===== src/rtl/fp_div_seq.sv =====
// fp_div_seq: multi-cycle restoring floating-point divider with start/done handshake
module fp_div_seq #(
    parameter int EXP_W = 8,
    parameter int MAN_W = 23,
    parameter int BIAS  = 127
) (
    input  logic                     clk,
    input  logic                     rst,
    input  logic                     start,
    input  logic [EXP_W+MAN_W:0]     A,
    input  logic [EXP_W+MAN_W:0]     B,
    output logic                     busy,
    output logic                     done,
    output logic [EXP_W+MAN_W:0]     result,
    output logic                     div_by_zero,
    output logic                     invalid
);
    localparam int W  = EXP_W + MAN_W + 1;
    localparam int CW = $clog2(MAN_W + 2);
    typedef enum logic [2:0] {IDLE, LOAD, DIVIDE, NORM, DONE} state_t;
    typedef enum logic [1:0] {K_NORM, K_NAN, K_INF, K_ZERO} kind_t;
    state_t state, state_nx;
    kind_t kind;
    logic sa, sb, sign, dz;
    logic [EXP_W-1:0] ea, eb;
    logic [MAN_W-1:0] fa, fb, frac_n;
    logic [EXP_W+1:0] exp_d, exp_n;
    logic [MAN_W+1:0] rem, q;
    logic [MAN_W+2:0] trial;
    logic [CW-1:0] cnt;
    logic a_zero, b_zero, a_inf, b_inf, a_nan, b_nan, is_nan, oflow, uflow;
    logic [W-1:0] res_n;
    assign busy   = state != IDLE;
    assign done   = state == DONE;
    assign a_zero = ea == '0;
    assign b_zero = eb == '0;
    assign a_inf  = &ea && fa == '0;
    assign b_inf  = &eb && fb == '0;
    assign a_nan  = &ea && fa != '0;
    assign b_nan  = &eb && fb != '0;
    assign is_nan = a_nan || b_nan || (a_zero && b_zero) || (a_inf && b_inf);
    assign trial  = {1'b0, rem} - {2'b0, !b_zero, fb};
    assign frac_n = q[MAN_W+1] ? q[MAN_W:1] : q[MAN_W-1:0];
    assign exp_n  = q[MAN_W+1] ? exp_d : exp_d - (EXP_W+2)'(1);
    assign uflow  = exp_n[EXP_W+1] || exp_n == '0;
    assign oflow  = !exp_n[EXP_W+1] && exp_n[EXP_W:0] >= (EXP_W+1)'((1 << EXP_W) - 1);
    assign res_n  = kind == K_NAN ? {1'b0, {EXP_W{1'b1}}, 1'b1, {(MAN_W-1){1'b0}}} :
                    (kind == K_INF || (kind == K_NORM && oflow)) ? {sign, {EXP_W{1'b1}}, {MAN_W{1'b0}}} :
                    (kind == K_ZERO || uflow) ? {sign, {(W-1){1'b0}}} :
                    {sign, exp_n[EXP_W-1:0], frac_n};
    always_comb begin
        state_nx = state == IDLE   ? (start ? LOAD : IDLE) :
                   state == LOAD   ? DIVIDE :
                   state == DIVIDE ? (cnt == CW'(MAN_W + 1) ? NORM : DIVIDE) :
                   state == NORM   ? DONE : IDLE;
    end
    always_ff @(posedge clk) begin
        if (rst) begin
            state       <= IDLE;
            result      <= '0;
            div_by_zero <= 1'b0;
            invalid     <= 1'b0;
        end else begin
            state <= state_nx;
            if (state == IDLE && start) begin
                sa          <= A[W-1];
                sb          <= B[W-1];
                ea          <= A[W-2:MAN_W];
                eb          <= B[W-2:MAN_W];
                fa          <= A[W-2:MAN_W] == '0 ? '0 : A[MAN_W-1:0];
                fb          <= B[W-2:MAN_W] == '0 ? '0 : B[MAN_W-1:0];
                div_by_zero <= 1'b0;
                invalid     <= 1'b0;
            end
            if (state == LOAD) begin
                sign  <= sa ^ sb;
                exp_d <= {2'b0, ea} - {2'b0, eb} + (EXP_W+2)'(BIAS);
                kind  <= is_nan ? K_NAN : (b_zero || a_inf) ? K_INF : (a_zero || b_inf) ? K_ZERO : K_NORM;
                dz    <= !is_nan && b_zero && !a_inf;
                rem   <= {1'b0, !a_zero, fa};
                q     <= '0;
                cnt   <= '0;
            end
            if (state == DIVIDE) begin
                q   <= {q[MAN_W:0], !trial[MAN_W+2]};
                rem <= {trial[MAN_W+2] ? rem[MAN_W:0] : trial[MAN_W:0], 1'b0};
                cnt <= cnt + 1'b1;
            end
            if (state == NORM) begin
                result      <= res_n;
                invalid     <= kind == K_NAN;
                div_by_zero <= dz;
            end
        end
    end
endmodule


===== config.mk =====
export PLATFORM = sky130hd
export DESIGN_NAME = fp_div_seq
export DESIGN_NICKNAME = d
export VERILOG_FILES = /design/src/rtl/fp_div_seq.sv
export SDC_FILE = /design/constraint.sdc
export NUM_CORES = 1
export LEC_CHECK = 0
export ABC_AREA = 1
export BUFFER_PORTS_ARGS = -buffer_cell sky130_fd_sc_hd__buf_2
export CELL_PAD_IN_SITES_DETAIL_PLACEMENT = 1
export CELL_PAD_IN_SITES_GLOBAL_PLACEMENT = 2
export CORE_ASPECT_RATIO = 0.6
export CORE_MARGIN = 2
export CORE_UTILIZATION = 32
export DETAILED_ROUTE_END_ITERATION = 8
export PLACE_DENSITY_LB_ADDON = 0.1
export SLEW_MARGIN = 0
export SYNTH_ARGS = -nofsm -noshare
export SYNTH_HDL_FRONTEND = slang
export SYNTH_SLANG_ARGS = --single-unit
export TNS_END_PERCENT = 10

===== constraint.sdc =====
create_clock -name clk -period 6.4 [get_ports clk]
set_input_delay 1.28 -clock clk [delete_from_list [all_inputs] [get_ports clk]]
set_output_delay 1.28 -clock clk [all_outputs]
set_load 0.03 [all_outputs]

==> flow_summary.ini, run 1 <==
[outcome]
status = completed

[critical_path]
path_buf_inv = 2
crit_family = simple AND/OR/NAND/NOR gates
cpPeakStageDelay_ns = 0.49
cp.required_ns = 6.61
crit_fanout = 46
slowest_stage = or2_2
r2r_slack_ns = 2.97
crit_arrival_ns = 3.64
critPathCaptureType = flip-flop
crit_type = flip-flop to flip-flop
startpoint_type = flip-flop
crit_chain = nor4_1, nand4_1, inv_1, ha_1, inv_1, nor3_1, nand2_1, o311ai_0, a21oi_1, nand2_2, or2_2, nand3_1, nand2_1

[pwr]
ir_worst_vdd_uv = 171.5
power_density_mw_per_mm2 = 249.6
net-switching-power_mw = 0.7683
combPwrFrac_pct = 14.5
internal_power_mw = 1.939
p_sw_share_pct = 28.38
p_clk_share_pct = 37.8
p_seq_share_pct = 47.6
p_leak_nw = 4.766

[global_route]
grt.overflow.total = 0
grt_pass1_vias = 7541
antenna_found_initial = 0
grt_max_degree = 56
grt_pass1_wl_um = 43260
track_usage_pct = 18.70

[flow_run]
maxCapViolCount = 0

[yosys]
syn_avg_cell_area_um2 = 8.425
synthDistinctLibCells = 46
synthFlopType = edfxtp_1
synth-seq-cells = 170
synth_warnings = 0
ys_seq_area_share_pct = 50.40
synthArstFlopShare_pct = 0
synthesis.nets = 1220
synth.area.top_cells = edfxtp_1 43%, nand2_1 8.8%, dfxtp_1 7.9%
synth_edf_count = 133
synth_cells = 1115
synth_top_area_share_pct = 42.51
yosysTopAreaCell = edfxtp_1
synthesis.area_mm2 = 0.009394

[layout]
n_antenna_cell = 0
drive_above_1_share_pct = 13.62
multiInputGateArea_mm2 = 0.003871
final_nets = 1311
fillers = 3438
area_growth_pct = 15.49
ff_latch_area_mm2 = 0.004735
final_cells = 1594
final_cell_area_mm2 = 0.01085

[floorplanning]
die_width_um = 225.2
die_area_mm2 = 0.03079
initial_utilization_pct = 32.59
fp.dieH_um = 136.7
num_rows = 48
core_mm2 = 0.02883
ios = 103

[place]
placed_area_mm2 = 0.01028
gp_congestion = 0.8128
hpwl_um = 20960
port_buffers = 102
dp_cells = 1562
pre_cts_slack_ns = 2.888

[sta]
worst_slew_pin_slew_ns = 0.9848
timing.fmax_ghz = 0.2916
postLayoutSetupSlackWorst_ns = 2.971
fin_crit_ns = 3.429
hold_viol_final = 0
rsz0062_at_grt = false
hold_slack_ns = 0.4673
setup_tns_ns = 0
post-route-period-util_pct = 53.58
slew_violations = 0
relSlewSlack_pct = 34.19
setup_violations = 0
finClkSkew_ns = 0.01289

[clock_network]
hold_buffers = 0
clock_path_buffers = 2
cts_buffers = 17
root_buffer = clkbuf_16
path_clk_slew_ns = 0.07
clock-sinks = 170
cts_resized = 0
cts_tree = built
cts_setup_buffers = 0
h-tree-depth = 4
clock_latency_ns = 0.45

[min_path]
hp-class = flip-flop to flip-flop

[routing]
first_pass_iters = 4
ant_nets = 0
drt-vias-per-instance = 4.778
wl_per_cell_um = 17.31
drtIter0Drc = 432
dr_total_vias = 7616
wirelength_um = 27590
drc_errors = 0
## synth_stat cells (6+ instances only)
cell type,number
o211ai_1,12
buf_2,6
inv_1,169
nand3_1,40
a21oi_1,70
clkbuf_1,24
dfxtp_1,37
nor2_1,144
xor2_1,14
or2_2,7
nor4_1,15
ha_1,36
nor3_1,16
o21ai_1,11
nand4_1,40
o21ai_0,63
xnor2_1,10
edfxtp_1,133
nand2_1,221
## power groups by stage
| stage | combinational (mW) | clock [mW] | sequential, mW |
|---|---|---|---|
| 2_1_floorplan | 0.268 | 0 | 1.31 |
| 3_3_place_gp | 0.390 | 0 | 1.31 |
| 3_5_place_dp | 0.395 | 0 | 1.31 |
| 4_1_cts | 0.398 | 1.06 | 1.29 |
| 5_1_grt | 0.451 | 1.10 | 1.30 |
| 6_report | 0.394 | 1.02 | 1.29 |
## flip-flops by register name (all words and copies together) (netlist names)
register     flops
result          32
q               25
rem             25
fa              23
fb              23
exp_d           10
ea               8
eb               8
cnt              5
state            3
kind             2
div_by_zero      1
dz               1
invalid          1
sa               1
sb               1
sign             1
## path summary, 6_finish.rpt
| check | startpoint | end | cells after the start |
|---|---|---|---|
| worst min-delay path | result[3] | result[3] | 2 |
| worst max register to register | eb[7] | rem[11] | 13 |
| worst min register to register | result[3] | result[3] | 2 |
| worst max-delay path | eb[7] | rem[11] | 13 |
## layout make-up
cell class / instances / share of cell area [%]
inverter: 173 / 5.985
timing repair buffer: 108 / 5.120
multi-input combinational: 736 / 35.68
clock inverter: 10 / 0.7381
clock buffer: 22 / 4.509
tap: 375 / 4.325
sequential: 170 / 43.64
## worst min-delay path: cells and delay by family (launching register included)
kind             cells  cell delay, ns
flip-flops           1            0.31
AND/OR/NAND/NOR      1            0.06
AO/OA/AOI/OAI        1            0.05
## metal layers
metal	vias to the layer above	routed length, um	global-route usage [%]
met3	15	918	3.478
met5	-	0	0
li1	3901	-	-
met4	0	234	4.636
met2	99	10510	25.03
met1	3601	15940	30.03
## cell usage in the layout, fill, tap and decap left out, types with 2 or more instances in the layout
master and instances:
a21o_1 2, a21oi_1 70, and2_1 2, buf_2 102, buf_4 6, clkbuf_16 18, clkbuf_8 2, clkinv_4 2
dfxtp_1 37, edfxtp_1 133, fa_1 2, ha_1 36, inv_1 169, inv_2 3, inv_4 3, inv_8 2
nand2_1 221, nand2_2 3, nand3_1 40, nand3_2 2, nand3b_1 3, nand4_1 40, nor2_1 142, nor2_2 3
nor2_4 3, nor3_1 15, nor4_1 15, o211ai_1 12, o21a_1 5, o21ai_0 62, o21ai_1 11, o21bai_1 2
or2_2 7, xnor2_1 10, xor2_1 14
## cells by family after synthesis
logic type	count (synthesis)	synth area share [%]
adders and majority gates	38	5.221
DFF	170	50.40
buffers and inverters	209	8.671
and+or+nand+nor	500	23.26
AOI/OAI and AO/OA	173	10.04
xor gates and xnor gates	25	2.411
## per-stage QoR
stage | util [%] | power, mW
after floorplan | - | 1.580
after global placement | 35.65 | 1.704
after detailed placement | 35.65 | 1.710
after CTS | 37.63 | 2.745
after global routing | 37.63 | 2.844
final | 37.63 | 2.708
(Power assumes the default switching activity.)
==> inputs of run 2 (changes only) <==
Clock period 6.4 ns to 2.97 ns, I/O delays scaled along.
==> run 2 against run 1 <==
Compared with the run above: critical path depth down 1; combinational power up 130%; cell count up 1.4%; non-clock buffer count up 22; worst setup slack worse by 2.8 ns; hold slack worse by 0.14 ns; utilization up 0.90 points; global-route usage up 0.34 points; largest power group unchanged.
==> flow_summary.ini, run 2 (synthesis results as in run 1) <==
[pwr]
combPwrFrac_pct = 14.9
p_leak_nw = 4.903
net-switching-power_mw = 1.708
p_sw_share_pct = 28.23
internal_power_mw = 4.341
p_clk_share_pct = 39.1
ir_worst_vdd_uv = 373.5
power_density_mw_per_mm2 = 544.6
p_seq_share_pct = 46.0

[floorplanning]
ios = 103
die_area_mm2 = 0.03079
initial_utilization_pct = 32.59
fp.dieH_um = 136.7
core_mm2 = 0.02883
die_width_um = 225.2
num_rows = 48

[place]
hpwl_um = 21690
gp_congestion = 0.8979
port_buffers = 102
dp_cells = 1583

[routing]
dr_total_vias = 7907
wl_per_cell_um = 17.42
drc_errors = 0
first_pass_iters = 5
drt-vias-per-instance = 4.893
wirelength_um = 28150
ant_nets = 0
drtIter0Drc = 483

[global_route]
grt_pass1_wl_um = 44220
grt.overflow.total = 0
antenna_found_initial = 0
track_usage_pct = 19.04
grt_max_degree = 65
grt_pass1_vias = 7794

[clock_network]
hold_buffers = 0
root_buffer = clkbuf_16
path_clk_slew_ns = 0.07
cts_tree = built
clock_latency_ns = 0.44
h-tree-depth = 4
clock-sinks = 170
cts_buffers = 17
clock_path_buffers = 2

[sta]
timing.fmax_ghz = 0.3582
finClkSkew_ns = 0.009925
fin_crit_ns = 2.792
relSlewSlack_pct = 28.59
hold_viol_final = 0
setup_violations = 0
post-route-period-util_pct = 94.01
slew_violations = 0
worst_slew_pin_slew_ns = 1.061

[critical_path]
crit_family = adder cells
cp.required_ns = 3.18
crit_arrival_ns = 3.00
path_common_cell = nand2_1
critPathCaptureType = flip-flop
crit_chain = ha_1, fa_1, nand3b_1, nand2_1, a21boi_1, o21ai_1, buf_4, a21oi_1, xor2_1, nand2_1, nand2_1, nand2_1
crit_fanout = 3
slowest_stage = edfxtp_1
cp-endpoint = rem[19]
path_buf_inv = 1
reg2reg_from = fb[0]
r2r_slack_ns = 0.18
reg2reg_to = rem[19]
crit_start = fb[0]
crit_type = flip-flop to flip-flop
cpPeakStageDelay_ns = 0.51
ff2ff_path_depth = 12
startpoint_type = flip-flop
crit_cells = 12

[layout]
drive_above_1_share_pct = 15.23
fillers = 3464
final_cells = 1616
mostFrequentLayoutCells = 221 x nand2_1, 169 x inv_1, 142 x nor2_1, 133 x edfxtp_1, 102 x buf_2
final_common_cell = nand2_1
largest_reg_flops = 32
reg_top3 = result x32, q x25, rem x25
fin_util_pct = 38.53
area_growth_pct = 18.25
multiInputGateArea_mm2 = 0.003884
regMostFlops = result
final_nets = 1333
n_antenna_cell = 0
ff_latch_area_mm2 = 0.004735

[min_path]
hp-class = primary input to flip-flop

[outcome]
status = completed

[flow_run]
maxCapViolCount = 0
run 2: final cells by class:
class | instances | share of cell area [%]
Tap cell | 375 | 4.224
Clock buffer | 24 | 4.922
Clock inverter | 8 | 0.6758
Timing Repair Buffer | 130 | 6.747
Inverter | 173 | 5.846
Sequential cell | 170 | 42.62
Multi-Input combinational cell | 736 | 34.96
run 2: through the flow:
step                      cell area [um2]  hold WS, ns  total power [mW]  TNS [ns]  setup slack [ns]
final                               11110       0.3303             6.049         0            0.1780
after floorplan                      9400       0.4215             3.397    -6.858           -0.1072
after global routing                11110       0.3112             6.336  -0.01969          -0.01969
after CTS                           11080       0.2989             6.116         0            0.1379
after detailed placement            10460       0.4565             3.727         0            0.1560
after global placement              10460       0.4549             3.722         0            0.1555
run 2: worst register-to-register path: stages (launching register included):
cell and delay (ns):
edfxtp_1 0.51, ha_1 0.28, fa_1 0.40, nand3b_1 0.18
nand2_1 0.10, a21boi_1 0.15, o21ai_1 0.23, buf_4 0.18
a21oi_1 0.07, xor2_1 0.24, nand2_1 0.09, nand2_1 0.09
nand2_1 0.05
run 2: worst min path at each step:
| stage | cells past startpoint | startpoint | slack (ns) | end |
|---|---|---|---|---|
| after floorplan | 2 | dz | 0.42 | div_by_zero |
| after global placement | 2 | result[15] | 0.45 | result[15] |
| after detailed placement | 2 | result[12] | 0.46 | result[12] |
| after CTS | 1 | B[31] | 0.30 | sb |
| after global routing | 1 | B[31] | 0.31 | sb |
| final | 1 | B[31] | 0.33 | sb |
run 2: routing by layer:
metal  track usage [%]  vias up  wire length (um)
met2             24.62      141             10380
met5                 0        -                 0
met1             31.42     3807             16350
met4             4.857        0               279
li1                  -     3943                 -
met3             3.242       16              1143
run 2: power by group through the flow:
stage / logic (mW) / registers (mW) / clock network [mW]
after floorplan: 0.579 / 2.82 / 0
after global placement: 0.891 / 2.83 / 0
after detailed placement: 0.894 / 2.83 / 0
after CTS: 0.900 / 2.78 / 2.44
after global routing: 1.02 / 2.79 / 2.52
final: 0.900 / 2.78 / 2.37
run 2: what timing repair did:
action | in CTS | in global routing
setup buffers | 0 | 1
gates resized for setup | 0 | 6
endpoints found under the setup margin | 0 | 21
==> inputs of run 3 (changes only) <==
Settings changed: PLACE_DENSITY set to 0.74, PLACE_DENSITY_LB_ADDON 0.1 to unset.
==> run 3 against run 2 <==
Compared with the run above: clock power is 5% lower; clock skew is 0.0074 ns higher; maximum frequency is 1.5% lower; largest cell class unchanged; critical path type unchanged; clock-buffer cell count is 3 lower; register-to-register slack worse by 0.04 ns; routed wire length is 0.50% lower; utilization is 0.10 points lower.
==> flow_summary.ini, run 3 (synthesis results as in run 1) <==
[layout]
area_growth_pct = 17.94
fin_util_pct = 38.43
final_common_cell = nand2_1
largest_reg_flops = 32
regMostFlops = result
n_antenna_cell = 0
reg_top3 = result x32, q x25, rem x25
mostFrequentLayoutCells = 221 x nand2_1, 168 x inv_1, 143 x nor2_1, 133 x edfxtp_1, 102 x buf_2
fillers = 3457
final_nets = 1332
drive_above_1_share_pct = 15.32
final_cells = 1615

[routing]
wirelength_um = 28010
dr_total_vias = 7843
first_pass_iters = 5
drt-vias-per-instance = 4.856
drtIter0Drc = 472
drc_errors = 0
wl_per_cell_um = 17.35
ant_nets = 0

[critical_path]
cpPeakStageDelay_ns = 0.48
r2r_slack_ns = 0.14
slowest_stage = edfxtp_1
reg2reg_to = rem[23]
startpoint_type = flip-flop
crit_chain = ha_1, fa_1, nand3b_1, nand2_1, a21boi_1, o21ai_1, nand3_1, nand3_1, nand3_1, nand2_1, o21ai_0
path_buf_inv = 0
ff2ff_path_depth = 11
cp.required_ns = 3.17
reg2reg_from = fb[0]
crit_type = flip-flop to flip-flop
crit_family = simple AND/OR/NAND/NOR gates
crit_arrival_ns = 3.03
crit_fanout = 4
path_common_cell = nand3_1
critPathCaptureType = flip-flop

[sta]
postLayoutSetupSlackWorst_ns = 0.1351
slew_violations = 0
finClkSkew_ns = 0.01730
setup_tns_ns = 0
relSlewSlack_pct = 16.25
hold_viol_final = 0
timing.fmax_ghz = 0.3528
worst_slew_pin_slew_ns = 1.245
setup_violations = 0
fin_crit_ns = 2.835
post-route-period-util_pct = 95.45

[pwr]
power_density_mw_per_mm2 = 535.1
p_seq_share_pct = 46.8
p_sw_share_pct = 29.29
net-switching-power_mw = 1.736
internal_power_mw = 4.192
combPwrFrac_pct = 15.3
p_leak_nw = 4.881
p_clk_share_pct = 37.8
ir_worst_vdd_uv = 352.1

[clock_network]
hold_buffers = 0
clock_latency_ns = 0.46
h-tree-depth = 4
cts_tree = built
cts_buffers = 17
root_buffer = clkbuf_16
clock-sinks = 170
clock_path_buffers = 2
path_clk_slew_ns = 0.07

[min_path]
worst_hold_path.num_cells = 1
hp-class = primary input to flip-flop
hp-start = B[31]
hold_end = sb

[floorplanning]
ios = 103
fp.dieH_um = 136.7
die_area_mm2 = 0.03079
core_mm2 = 0.02883
num_rows = 48
initial_utilization_pct = 32.59
die_width_um = 225.2

[global_route]
grt_pass1_wl_um = 44210
antenna_found_initial = 0
grt_max_degree = 63
grt.overflow.total = 0
grt_pass1_vias = 7909
track_usage_pct = 18.96

[place]
port_buffers = 102
dp_cells = 1580
gp_congestion = 0.8528
hpwl_um = 21120
pre_cts_slack_ns = 0.1006

[outcome]
status = completed

[flow_run]
maxCapViolCount = 0
[run 3: changes by cell type in the layout (fill, tap and decap cells not counted), sizes merged]
| cell | change |
|---|---|
| clkbuf | -3 |
| clkinv | +3 |
| buf | -2 |
| nand2 | +1 |
[run 3: how the worst max path moves through the flow]
stage	start	end	slack, ns	cells after the start
after floorplan	rst	ea[0]	-0.11	3
after global placement	fb[0]	rem[11]	0.26	13
after detailed placement	eb[6]	rem[13]	0.10	12
after CTS	eb[6]	rem[13]	0.09	13
after global routing	eb[6]	rem[13]	-0.07	13
final	fb[0]	rem[23]	0.14	11
[run 3: timing repair]
action / 4_1_cts / 5_1_grt
resized for setup: 0 / 8
endpoints found under the setup margin: 0 / 22
buffers inserted: 0 / 2
[run 3: metrics by stage]
stage	hold WS (ns)	area, um2	power (mW)
after floorplan	0.4215	9400	3.397
after global placement	0.4540	10450	3.710
after detailed placement	0.4554	10450	3.719
after CTS	0.2877	11020	5.973
after global routing	0.2857	11080	6.201
final	0.3075	11080	5.928
[run 3: layout make-up]
cell class                 count  area [um2]  area share [%]
clock buffer                  21       471.7           4.257
clock inverter                11       101.3          0.9147
inverter                     173       649.4           5.861
multi-input combinational    737        3910           35.29
sequential                   170        4735           42.73
tap                          375       469.2           4.235
timing repair buffer         128       743.2           6.708
[run 3: power by group through the flow]
| stage | Sequential, mW | Clock (mW) | Combinational [mW] |
|---|---|---|---|
| CTS | 2.78 | 2.30 | 0.897 |
| global placement | 2.83 | 0 | 0.883 |
| global route | 2.79 | 2.38 | 1.03 |
| detailed placement | 2.83 | 0 | 0.890 |
| floorplan | 2.82 | 0 | 0.579 |
| finish | 2.78 | 2.24 | 0.908 |
[run 3: layer usage]
metal / part of all wire (%) / vias up / global-route usage (%)
li1: - / 3949 / -
met1: 57 / 3742 / 29.98
met2: 38 / 135 / 25.62
met3: 4.4 / 17 / 4.637
met4: 0.61 / 0 / 3.642
met5: 0 / - / 0
